<file path="config.mk">
export PLATFORM = sky130hd
export DESIGN_NAME = axi_lite_usr_arbiter_flat
export DESIGN_NICKNAME = d
export VERILOG_FILES = /design/src/rtl/axi_lite_arb_pkg.sv /design/src/rtl/axi_lite_usr_arbiter_if.sv /design/src/rtl/axi_lite_rr_arb.sv /design/src/rtl/axi_lite_usr_arbiter.sv /design/src/flat_wrapper.sv
export SDC_FILE = /design/constraint.sdc
export NUM_CORES = 1
export LEC_CHECK = 0
export BUFFER_PORTS_ARGS = -buffer_cell sky130_fd_sc_hd__buf_2
export CAP_MARGIN = 10
export CORE_AREA = 4 4 237 239
export CTS_BUF_LIST = sky130_fd_sc_hd__clkbuf_16
export CTS_CLUSTER_DIAMETER = 50
export DETAILED_ROUTE_END_ITERATION = 10
export DIE_AREA = 0 0 241 243
export PLACE_DENSITY_LB_ADDON = 0.05
export SLEW_MARGIN = 15
export SYNTH_ARGS = -nofsm -noshare
export SYNTH_HDL_FRONTEND = slang
export SYNTH_SLANG_ARGS = --single-unit
</file>
<file path="constraint.sdc">
create_clock -name M_AXI_ACLK -period 5.7 [get_ports M_AXI_ACLK]
set_input_delay 0.57 -clock M_AXI_ACLK [delete_from_list [all_inputs] [get_ports M_AXI_ACLK]]
set_output_delay 0.57 -clock M_AXI_ACLK [all_outputs]
set_load 0.01 [all_outputs]
</file>
<file path="src/rtl/axi_lite_arb_pkg.sv">
// Shared types and constants for the AXI4-Lite user-port arbiter.
// Holds the per-path FSM state encoding, response codes and the pointer-width helper.
package axi_lite_arb_pkg;

  typedef enum logic [1:0] {
    ST_IDLE  = 2'd0,
    ST_ISSUE = 2'd1,
    ST_WAIT  = 2'd2
  } arb_state_e;

  localparam logic [1:0] RESP_OKAY   = 2'b00;
  localparam logic [1:0] RESP_SLVERR = 2'b10;

  // A single requester still needs a 1-bit pointer so every vector stays non-empty.
  function automatic int ptr_width(input int n);
    return (n > 1) ? $clog2(n) : 1;
  endfunction

endpackage

</file>
<file path="src/rtl/axi_lite_usr_arbiter_if.sv">
// Requester-side and master-side signals of the arbiter, bundled as one interface.
// slave = arbiter view, master = requesters plus AXI4-Lite master driving it.
interface axi_lite_usr_arbiter_if
  import axi_lite_arb_pkg::*;
#(
  parameter int NUM_REQ    = 4,
  parameter int ADDR_WIDTH = 32,
  parameter int DATA_WIDTH = 32
) ();

  // Handshake: a requester raises *_valid and holds it with its payload until
  // it sees its one-hot *_ready pulse; completion is a one-cycle *_done pulse
  // carrying *_resp (and req_rd_data for reads). usr_*_req are single-cycle
  // requests to the master, whose usr_*_done pulses complete them.
  logic [NUM_REQ-1:0]              req_wr_valid;
  logic [NUM_REQ*ADDR_WIDTH-1:0]   req_wr_addr;
  logic [NUM_REQ*DATA_WIDTH-1:0]   req_wr_data;
  logic [NUM_REQ*DATA_WIDTH/8-1:0] req_wr_strb;
  logic [NUM_REQ-1:0]              req_wr_ready;
  logic [NUM_REQ-1:0]              req_wr_done;
  logic [1:0]                      req_wr_resp;

  logic [NUM_REQ-1:0]              req_rd_valid;
  logic [NUM_REQ*ADDR_WIDTH-1:0]   req_rd_addr;
  logic [NUM_REQ-1:0]              req_rd_ready;
  logic [NUM_REQ-1:0]              req_rd_done;
  logic [1:0]                      req_rd_resp;
  logic [DATA_WIDTH-1:0]           req_rd_data;

  logic                            usr_write_req;
  logic [ADDR_WIDTH-1:0]           usr_awaddr;
  logic [DATA_WIDTH-1:0]           usr_wdata;
  logic [DATA_WIDTH/8-1:0]         usr_wstrb;
  logic                            usr_wr_done;
  logic [1:0]                      usr_wr_resp;

  logic                            usr_read_req;
  logic [ADDR_WIDTH-1:0]           usr_araddr;
  logic                            usr_rd_done;
  logic [1:0]                      usr_rd_resp;
  logic [DATA_WIDTH-1:0]           usr_rdata;

  arb_state_e                      dbg_wr_state;
  arb_state_e                      dbg_rd_state;

  modport slave (
    input  req_wr_valid, req_wr_addr, req_wr_data, req_wr_strb,
    output req_wr_ready, req_wr_done, req_wr_resp,
    input  req_rd_valid, req_rd_addr,
    output req_rd_ready, req_rd_done, req_rd_resp, req_rd_data,
    output usr_write_req, usr_awaddr, usr_wdata, usr_wstrb,
    input  usr_wr_done, usr_wr_resp,
    output usr_read_req, usr_araddr,
    input  usr_rd_done, usr_rd_resp, usr_rdata,
    output dbg_wr_state, dbg_rd_state
  );

  modport master (
    output req_wr_valid, req_wr_addr, req_wr_data, req_wr_strb,
    input  req_wr_ready, req_wr_done, req_wr_resp,
    output req_rd_valid, req_rd_addr,
    input  req_rd_ready, req_rd_done, req_rd_resp, req_rd_data,
    input  usr_write_req, usr_awaddr, usr_wdata, usr_wstrb,
    output usr_wr_done, usr_wr_resp,
    input  usr_read_req, usr_araddr,
    output usr_rd_done, usr_rd_resp, usr_rdata,
    input  dbg_wr_state, dbg_rd_state
  );

endinterface

</file>
<file path="src/rtl/axi_lite_rr_arb.sv">
// Combinational round-robin picker: first valid at or after ptr_i, wrapping.
// Returns the winner both one-hot and as an index.
module axi_lite_rr_arb #(
  parameter int N  = 4,
  parameter int PW = 2
) (
  input  logic [N-1:0]  valid_i,
  input  logic [PW-1:0] ptr_i,
  output logic [N-1:0]  grant_o,
  output logic [PW-1:0] idx_o,
  output logic          any_o
);

  logic          any_hi;
  logic [PW-1:0] hi_idx;
  logic [PW-1:0] lo_idx;

  // Scan downward so the lowest matching index wins; "hi" covers indices at or
  // above the pointer, "lo" is the wrapped fallback.
  always_comb begin
    any_o  = 1'b0;
    any_hi = 1'b0;
    hi_idx = '0;
    lo_idx = '0;
    for (int i = N - 1; i >= 0; i--) begin
      if (valid_i[i]) begin
        any_o  = 1'b1;
        lo_idx = PW'(i);
        if (PW'(i) >= ptr_i) begin
          any_hi = 1'b1;
          hi_idx = PW'(i);
        end
      end
    end
    idx_o   = any_hi ? hi_idx : lo_idx;
    grant_o = any_o ? (N'(1) << idx_o) : '0;
  end

endmodule

</file>
<file path="src/rtl/axi_lite_usr_arbiter.sv">
// Shares one AXI4-Lite master user port between NUM_REQ requesters, with
// independent round-robin write and read paths, one transaction in flight each.
module axi_lite_usr_arbiter
  import axi_lite_arb_pkg::*;
#(
  parameter int NUM_REQ    = 4,
  parameter int ADDR_WIDTH = 32,
  parameter int DATA_WIDTH = 32
) (
  input  logic                   M_AXI_ACLK,
  input  logic                   M_AXI_ARESET,
  axi_lite_usr_arbiter_if.slave  bus
);

  localparam int PW = ptr_width(NUM_REQ);
  localparam int SW = DATA_WIDTH / 8;

  arb_state_e              wr_state_q, wr_state_d, rd_state_q, rd_state_d;
  logic [PW-1:0]           wr_ptr_q, wr_idx_q, wr_pick, rd_ptr_q, rd_idx_q, rd_pick;
  logic [NUM_REQ-1:0]      wr_gnt_q, wr_grant, rd_gnt_q, rd_grant;
  logic                    wr_any, rd_any;
  logic [NUM_REQ-1:0]      wr_done_q, rd_done_q;
  logic [1:0]              wr_resp_q, rd_resp_q;
  logic [ADDR_WIDTH-1:0]   awaddr_q, awaddr_sel, araddr_q, araddr_sel;
  logic [DATA_WIDTH-1:0]   wdata_q, wdata_sel, rdata_q;
  logic [SW-1:0]           wstrb_q, wstrb_sel;

  axi_lite_rr_arb #(.N(NUM_REQ), .PW(PW)) u_wr_arb (
    .valid_i (bus.req_wr_valid), .ptr_i (wr_ptr_q),
    .grant_o (wr_grant), .idx_o (wr_pick), .any_o (wr_any)
  );

  axi_lite_rr_arb #(.N(NUM_REQ), .PW(PW)) u_rd_arb (
    .valid_i (bus.req_rd_valid), .ptr_i (rd_ptr_q),
    .grant_o (rd_grant), .idx_o (rd_pick), .any_o (rd_any)
  );

  always_comb begin
    awaddr_sel = '0;
    wdata_sel  = '0;
    wstrb_sel  = '0;
    araddr_sel = '0;
    for (int i = 0; i < NUM_REQ; i++) begin
      if (wr_grant[i]) begin
        awaddr_sel = bus.req_wr_addr[i*ADDR_WIDTH +: ADDR_WIDTH];
        wdata_sel  = bus.req_wr_data[i*DATA_WIDTH +: DATA_WIDTH];
        wstrb_sel  = bus.req_wr_strb[i*SW +: SW];
      end
      if (rd_grant[i]) begin
        araddr_sel = bus.req_rd_addr[i*ADDR_WIDTH +: ADDR_WIDTH];
      end
    end
  end

  always_ff @(posedge M_AXI_ACLK or posedge M_AXI_ARESET) begin
    if (M_AXI_ARESET) begin
      wr_state_q <= ST_IDLE;
      rd_state_q <= ST_IDLE;
    end else begin
      wr_state_q <= wr_state_d;
      rd_state_q <= rd_state_d;
    end
  end

  // Completion is only honoured in WAIT; stray master pulses elsewhere are dropped.
  always_comb begin
    wr_state_d = wr_state_q;
    case (wr_state_q)
      ST_IDLE:  if (wr_any) wr_state_d = ST_ISSUE;
      ST_ISSUE: wr_state_d = ST_WAIT;
      ST_WAIT:  if (bus.usr_wr_done) wr_state_d = ST_IDLE;
      default:  wr_state_d = ST_IDLE;
    endcase
    rd_state_d = rd_state_q;
    case (rd_state_q)
      ST_IDLE:  if (rd_any) rd_state_d = ST_ISSUE;
      ST_ISSUE: rd_state_d = ST_WAIT;
      ST_WAIT:  if (bus.usr_rd_done) rd_state_d = ST_IDLE;
      default:  rd_state_d = ST_IDLE;
    endcase
  end

  always_ff @(posedge M_AXI_ACLK or posedge M_AXI_ARESET) begin
    if (M_AXI_ARESET) begin
      wr_ptr_q  <= '0;  wr_idx_q <= '0;  wr_gnt_q <= '0;
      wr_done_q <= '0;  wr_resp_q <= RESP_OKAY;
      awaddr_q  <= '0;  wdata_q <= '0;   wstrb_q <= '0;
      rd_ptr_q  <= '0;  rd_idx_q <= '0;  rd_gnt_q <= '0;
      rd_done_q <= '0;  rd_resp_q <= RESP_OKAY;
      araddr_q  <= '0;  rdata_q <= '0;
    end else begin
      wr_done_q <= '0;
      rd_done_q <= '0;
      if (wr_state_q == ST_IDLE && wr_any) begin
        wr_gnt_q <= wr_grant;
        wr_idx_q <= wr_pick;
        awaddr_q <= awaddr_sel;
        wdata_q  <= wdata_sel;
        wstrb_q  <= wstrb_sel;
      end
      if (wr_state_q == ST_WAIT && bus.usr_wr_done) begin
        wr_done_q <= wr_gnt_q;
        wr_resp_q <= bus.usr_wr_resp;
        wr_ptr_q  <= (wr_idx_q == PW'(NUM_REQ - 1)) ? '0 : wr_idx_q + 1'b1;
      end
      if (rd_state_q == ST_IDLE && rd_any) begin
        rd_gnt_q <= rd_grant;
        rd_idx_q <= rd_pick;
        araddr_q <= araddr_sel;
      end
      if (rd_state_q == ST_WAIT && bus.usr_rd_done) begin
        rd_done_q <= rd_gnt_q;
        rd_resp_q <= bus.usr_rd_resp;
        rdata_q   <= bus.usr_rdata;
        rd_ptr_q  <= (rd_idx_q == PW'(NUM_REQ - 1)) ? '0 : rd_idx_q + 1'b1;
      end
    end
  end

  assign bus.usr_write_req = (wr_state_q == ST_ISSUE);
  assign bus.req_wr_ready  = (wr_state_q == ST_ISSUE) ? wr_gnt_q : '0;
  assign bus.req_wr_done   = wr_done_q;
  assign bus.req_wr_resp   = wr_resp_q;
  assign bus.usr_awaddr    = awaddr_q;
  assign bus.usr_wdata     = wdata_q;
  assign bus.usr_wstrb     = wstrb_q;

  assign bus.usr_read_req  = (rd_state_q == ST_ISSUE);
  assign bus.req_rd_ready  = (rd_state_q == ST_ISSUE) ? rd_gnt_q : '0;
  assign bus.req_rd_done   = rd_done_q;
  assign bus.req_rd_resp   = rd_resp_q;
  assign bus.req_rd_data   = rdata_q;
  assign bus.usr_araddr    = araddr_q;

  assign bus.dbg_wr_state  = wr_state_q;
  assign bus.dbg_rd_state  = rd_state_q;

endmodule

</file>
<file path="src/flat_wrapper.sv">
// flat-port wrapper written by rule: the top's interface ports become plain ports
module axi_lite_usr_arbiter_flat import axi_lite_arb_pkg::*;
#(
  parameter int NUM_REQ    = 4,
  parameter int ADDR_WIDTH = 32,
  parameter int DATA_WIDTH = 32
)
  (M_AXI_ACLK, M_AXI_ARESET, bus_req_wr_valid, bus_req_wr_addr, bus_req_wr_data, bus_req_wr_strb, bus_req_wr_ready, bus_req_wr_done, bus_req_wr_resp, bus_req_rd_valid, bus_req_rd_addr, bus_req_rd_ready, bus_req_rd_done, bus_req_rd_resp, bus_req_rd_data, bus_usr_write_req, bus_usr_awaddr, bus_usr_wdata, bus_usr_wstrb, bus_usr_wr_done, bus_usr_wr_resp, bus_usr_read_req, bus_usr_araddr, bus_usr_rd_done, bus_usr_rd_resp, bus_usr_rdata, bus_dbg_wr_state, bus_dbg_rd_state);
  axi_lite_usr_arbiter_if #(.NUM_REQ(NUM_REQ), .ADDR_WIDTH(ADDR_WIDTH), .DATA_WIDTH(DATA_WIDTH)) bus_i ();
  input  logic M_AXI_ACLK;
  input  logic M_AXI_ARESET;
  input wire logic [$bits(bus_i.req_wr_valid)-1:0] bus_req_wr_valid;
  input wire logic [$bits(bus_i.req_wr_addr)-1:0] bus_req_wr_addr;
  input wire logic [$bits(bus_i.req_wr_data)-1:0] bus_req_wr_data;
  input wire logic [$bits(bus_i.req_wr_strb)-1:0] bus_req_wr_strb;
  output wire logic [$bits(bus_i.req_wr_ready)-1:0] bus_req_wr_ready;
  output wire logic [$bits(bus_i.req_wr_done)-1:0] bus_req_wr_done;
  output wire logic [$bits(bus_i.req_wr_resp)-1:0] bus_req_wr_resp;
  input wire logic [$bits(bus_i.req_rd_valid)-1:0] bus_req_rd_valid;
  input wire logic [$bits(bus_i.req_rd_addr)-1:0] bus_req_rd_addr;
  output wire logic [$bits(bus_i.req_rd_ready)-1:0] bus_req_rd_ready;
  output wire logic [$bits(bus_i.req_rd_done)-1:0] bus_req_rd_done;
  output wire logic [$bits(bus_i.req_rd_resp)-1:0] bus_req_rd_resp;
  output wire logic [$bits(bus_i.req_rd_data)-1:0] bus_req_rd_data;
  output wire logic [$bits(bus_i.usr_write_req)-1:0] bus_usr_write_req;
  output wire logic [$bits(bus_i.usr_awaddr)-1:0] bus_usr_awaddr;
  output wire logic [$bits(bus_i.usr_wdata)-1:0] bus_usr_wdata;
  output wire logic [$bits(bus_i.usr_wstrb)-1:0] bus_usr_wstrb;
  input wire logic [$bits(bus_i.usr_wr_done)-1:0] bus_usr_wr_done;
  input wire logic [$bits(bus_i.usr_wr_resp)-1:0] bus_usr_wr_resp;
  output wire logic [$bits(bus_i.usr_read_req)-1:0] bus_usr_read_req;
  output wire logic [$bits(bus_i.usr_araddr)-1:0] bus_usr_araddr;
  input wire logic [$bits(bus_i.usr_rd_done)-1:0] bus_usr_rd_done;
  input wire logic [$bits(bus_i.usr_rd_resp)-1:0] bus_usr_rd_resp;
  input wire logic [$bits(bus_i.usr_rdata)-1:0] bus_usr_rdata;
  output wire logic [$bits(bus_i.dbg_wr_state)-1:0] bus_dbg_wr_state;
  output wire logic [$bits(bus_i.dbg_rd_state)-1:0] bus_dbg_rd_state;
  assign bus_i.req_wr_valid = bus_req_wr_valid;
  assign bus_i.req_wr_addr = bus_req_wr_addr;
  assign bus_i.req_wr_data = bus_req_wr_data;
  assign bus_i.req_wr_strb = bus_req_wr_strb;
  assign bus_req_wr_ready = bus_i.req_wr_ready;
  assign bus_req_wr_done = bus_i.req_wr_done;
  assign bus_req_wr_resp = bus_i.req_wr_resp;
  assign bus_i.req_rd_valid = bus_req_rd_valid;
  assign bus_i.req_rd_addr = bus_req_rd_addr;
  assign bus_req_rd_ready = bus_i.req_rd_ready;
  assign bus_req_rd_done = bus_i.req_rd_done;
  assign bus_req_rd_resp = bus_i.req_rd_resp;
  assign bus_req_rd_data = bus_i.req_rd_data;
  assign bus_usr_write_req = bus_i.usr_write_req;
  assign bus_usr_awaddr = bus_i.usr_awaddr;
  assign bus_usr_wdata = bus_i.usr_wdata;
  assign bus_usr_wstrb = bus_i.usr_wstrb;
  assign bus_i.usr_wr_done = bus_usr_wr_done;
  assign bus_i.usr_wr_resp = bus_usr_wr_resp;
  assign bus_usr_read_req = bus_i.usr_read_req;
  assign bus_usr_araddr = bus_i.usr_araddr;
  assign bus_i.usr_rd_done = bus_usr_rd_done;
  assign bus_i.usr_rd_resp = bus_usr_rd_resp;
  assign bus_i.usr_rdata = bus_usr_rdata;
  assign bus_dbg_wr_state = bus_i.dbg_wr_state;
  assign bus_dbg_rd_state = bus_i.dbg_rd_state;
  axi_lite_usr_arbiter #(.NUM_REQ(NUM_REQ), .ADDR_WIDTH(ADDR_WIDTH), .DATA_WIDTH(DATA_WIDTH)) u_core (.M_AXI_ACLK(M_AXI_ACLK), .M_AXI_ARESET(M_AXI_ARESET), .bus(bus_i));
endmodule
</file>
==> qor.yml <==
cts:
  htreeDepth: 4
  cts-buffers-inserted: 17
  cts_tree: "built"
  post_cts_buffers: 0
  root_buffer: "clkbuf_16"
  clk_path_buf_depth: 2
  clock_latency_ns: 0.49
  hold_buffers: 0
  cts.sinks: 164
  ctsResizeCount: 0
  clkTransAtPathRegs_ns: 0.08
floorplan:
  start_util_pct: 16.18
  die_w_um: 241
  core_um2: 53810
  die_height_um: 243
  die_area_um2: 58560
  rows: 85
  pin_count: 606
placement:
  place.gp.congestion: 0.7634
  dpl_worst_slack_ns: 2.180
  place.port_buffers: 605
  dp_hpwl_um: 36300
worst_setup_path:
  critPathArrivalTime_ns: 3.23
  ff2ff_setup_slack_ns: 2.82
  r2r_start: "u_core.bus.dbg_rd_state[1]"
  crit_type: "in2reg"
  reg2reg_to: "u_core.bus.usr_araddr[4]"
  critPathRequiredTime_ns: 6.04
  path_max_fanout: 57
  ff2ff_path_depth: 6
  cp-start-kind: "primary input"
  critPathCaptureType: "flip-flop"
detailed_routing:
  initialDrtViolationCount: 537
  vias: 9561
  route.antenna.remaining_nets: 0
  routed_wl_um: 47910
  drt-wirelength-per-cell_um: 21.98
  first_pass_iters: 5
  drc: 0
  vias_per_cell: 4.386
yosys:
  synth_cells: 924
  synthArstFlopShare_pct: 100.0
  yosysUniqueCellTypes: 47
  synth_edf_count: 0
  ys_seq_area_share_pct: 47.14
  synth_most_common_cell: "dfrtp_1"
  post_synth_most_frequent_cells: "dfrtp_1 (164), nand2_1 (91), a221oi_1 (75), nor2_1 (74), o21ai_0 (72)"
  synth_ff_type: "dfrtp_1"
  yosys.area.top_type: "dfrtp_1"
  netlist_area_um2: 8706
  synth_area_per_cell_um2: 9.422
  synthTopCellsByArea: "dfrtp_1 (47%), a221oi_1 (7.5%), mux2_2 (4.5%)"
  synth-seq-cells: 164
  syn-num-nets: 1374
  netlist.area_leader.share_pct: 47.14
  yosysWarningCount: 0
power_and_ir_drop:
  internal-power_uw: 3567
  design_power_total_uw: 6552
  clkPwrFrac_pct: 17.5
  p_sw_uw: 2985
  swShare_pct: 45.56
  p_leak_uw: 0.006233
  ir_drop_v: 0.0002401
  p_seq_share_pct: 30.5
  p_comb_share_pct: 52.1
  p_per_area_nw_per_um2: 508.4
run_status:
  status: "completed"
layout:
  nNetsFinal: 1919
  drive_gt1_share_pct: 47.10
  syn2layout_area_growth_pct: 48.03
sta:
  final_max_slew_viol_count: 0
  fin_worst_skew_ns: 0.01366
  rsz0062_at_grt: "false"
  period_share_pct: 50.70
  holdWs_ns: 0.2001
  fin_crit_ns: 2.890
  relSlewSlack_pct: 26.01
  fin_ws_ns: 2.810
  clock.fmax_mhz: 346.1
  hold_viol_final: 0
  final-setup-viol-count: 0
  tightest_slew_ns: 1.107
  final.setup.tns_ns: 0
global_routing:
  grt_pass1_wl_um: 68550
  antenna_found_initial: 12
  track_usage_pct: 15.94
  grt_max_degree: 91
  overflow: 0
  grt_pass1_vias: 10014
worst_hold_path:
  hp-class: "in2async"
job:
  max-cap-violations: 0
metrics by stage:
stage,instance area (um2),instances,util (%)
4_1_cts,12880,2178,23.94
3_3_place_gp,12330,2146,22.91
3_5_place_dp,12330,2146,22.91
6_report,12890,2180,23.95
5_1_grt,12880,2179,23.94
2_1_floorplan,8706,924,-
routing by layer:
layer / GRT usage [%] / up-vias / wire [um]
met5: 0 / - / 113
met4: 3.308 / 16 / 506
met3: 5.370 / 42 / 3390
met2: 28.92 / 327 / 25010
met1: 18.11 / 4632 / 18890
li1: - / 4544 / -
registers in the layout (all words and copies together), names as in the netlist, 4 cells and up:
| register | flops |
|---|---|
| u_core.bus.usr_awaddr | 32 |
| u_core.bus.usr_wdata | 32 |
| u_core.wr_gnt_q | 4 |
| u_core.bus.usr_wstrb | 4 |
| u_core.bus.usr_araddr | 32 |
| u_core.bus.req_rd_done | 4 |
| u_core.rd_gnt_q | 4 |
| u_core.bus.req_wr_done | 4 |
| u_core.bus.req_rd_data | 32 |
how the worst max path moves through the flow:
| stage | start | endpoint | slack (ns) | depth (start not counted) |
|---|---|---|---|---|
| final | bus_req_wr_valid[1] | u_core.bus.usr_awaddr[17] | 2.81 | 7 |
| after global placement | bus_req_wr_valid[1] | u_core.bus.usr_awaddr[13] | 2.28 | 7 |
| after detailed placement | bus_req_wr_valid[1] | u_core.bus.usr_awaddr[17] | 2.18 | 7 |
| after CTS | u_core.bus.dbg_rd_state[1] | u_core.bus.usr_araddr[10] | 2.71 | 6 |
| after global routing | bus_req_wr_valid[1] | u_core.bus.usr_awaddr[17] | 2.53 | 7 |
| after floorplan | M_AXI_ARESET | u_core.bus.dbg_rd_state[0] | 0.70 | 1 |
final cells by class:
cell class / count / area [um2]
well taps: 696 / 870.8
clock inverters: 15 / 126.4
repair buffers: 616 / 3123
clock buffers: 17 / 425.4
diodes: 2 / 5.005
inverters: 28 / 111.4
fillers: 6056 / 40930
flip-flops and latches: 164 / 4104
multi-input cells: 642 / 4121
worst max-delay path, cell delays in order:
cell	delay, ns
buf_2	0.16
nor4_1	0.33
or3_4	0.30
clkinv_2	0.73
o2111ai_1	0.47
nand2b_4	0.37
o221ai_1	0.18
logic make-up (layout without fill, tap and decap cells):
family | after synthesis | in the layout | synth area share (%)
flip-flops | 164 | 164 | 47.14
AND/OR/NAND/NOR | 246 | 246 | 12.99
AO/OA/AOI/OAI | 359 | 359 | 29.15
buffers and inverters | 118 | 676 | 5.907
multiplexers | 35 | 35 | 4.527
adder cells (fa/ha/maj) | 2 | 2 | 0.2874
other | 0 | 2 | 0
power by group through the flow:
stage	Clock (uW)	Sequential, uW	Combinational (uW)
after detailed placement	0	2020	3530
after CTS	1220	2010	3530
after floorplan	0	2210	1810
final	1150	2000	3410
after global routing	1260	2070	3800
after global placement	0	2020	3540
layout by cell type (no fill, tap or decap), drive strengths merged, types with 5 or more instances in the layout:
cell    instances
buf           616
dfrtp         164
nand2          91
o21ai          77
a221oi         75
nor2           74
a21oi          56
and2           45
mux2           35
o31ai          34
a31oi          33
inv            32
o21bai         26
a222oi         25
clkbuf         17
o221ai         17
nor2b          11
clkinv          8
nand2b          6
nor3            5
Power figures use the tool's default switching activity.
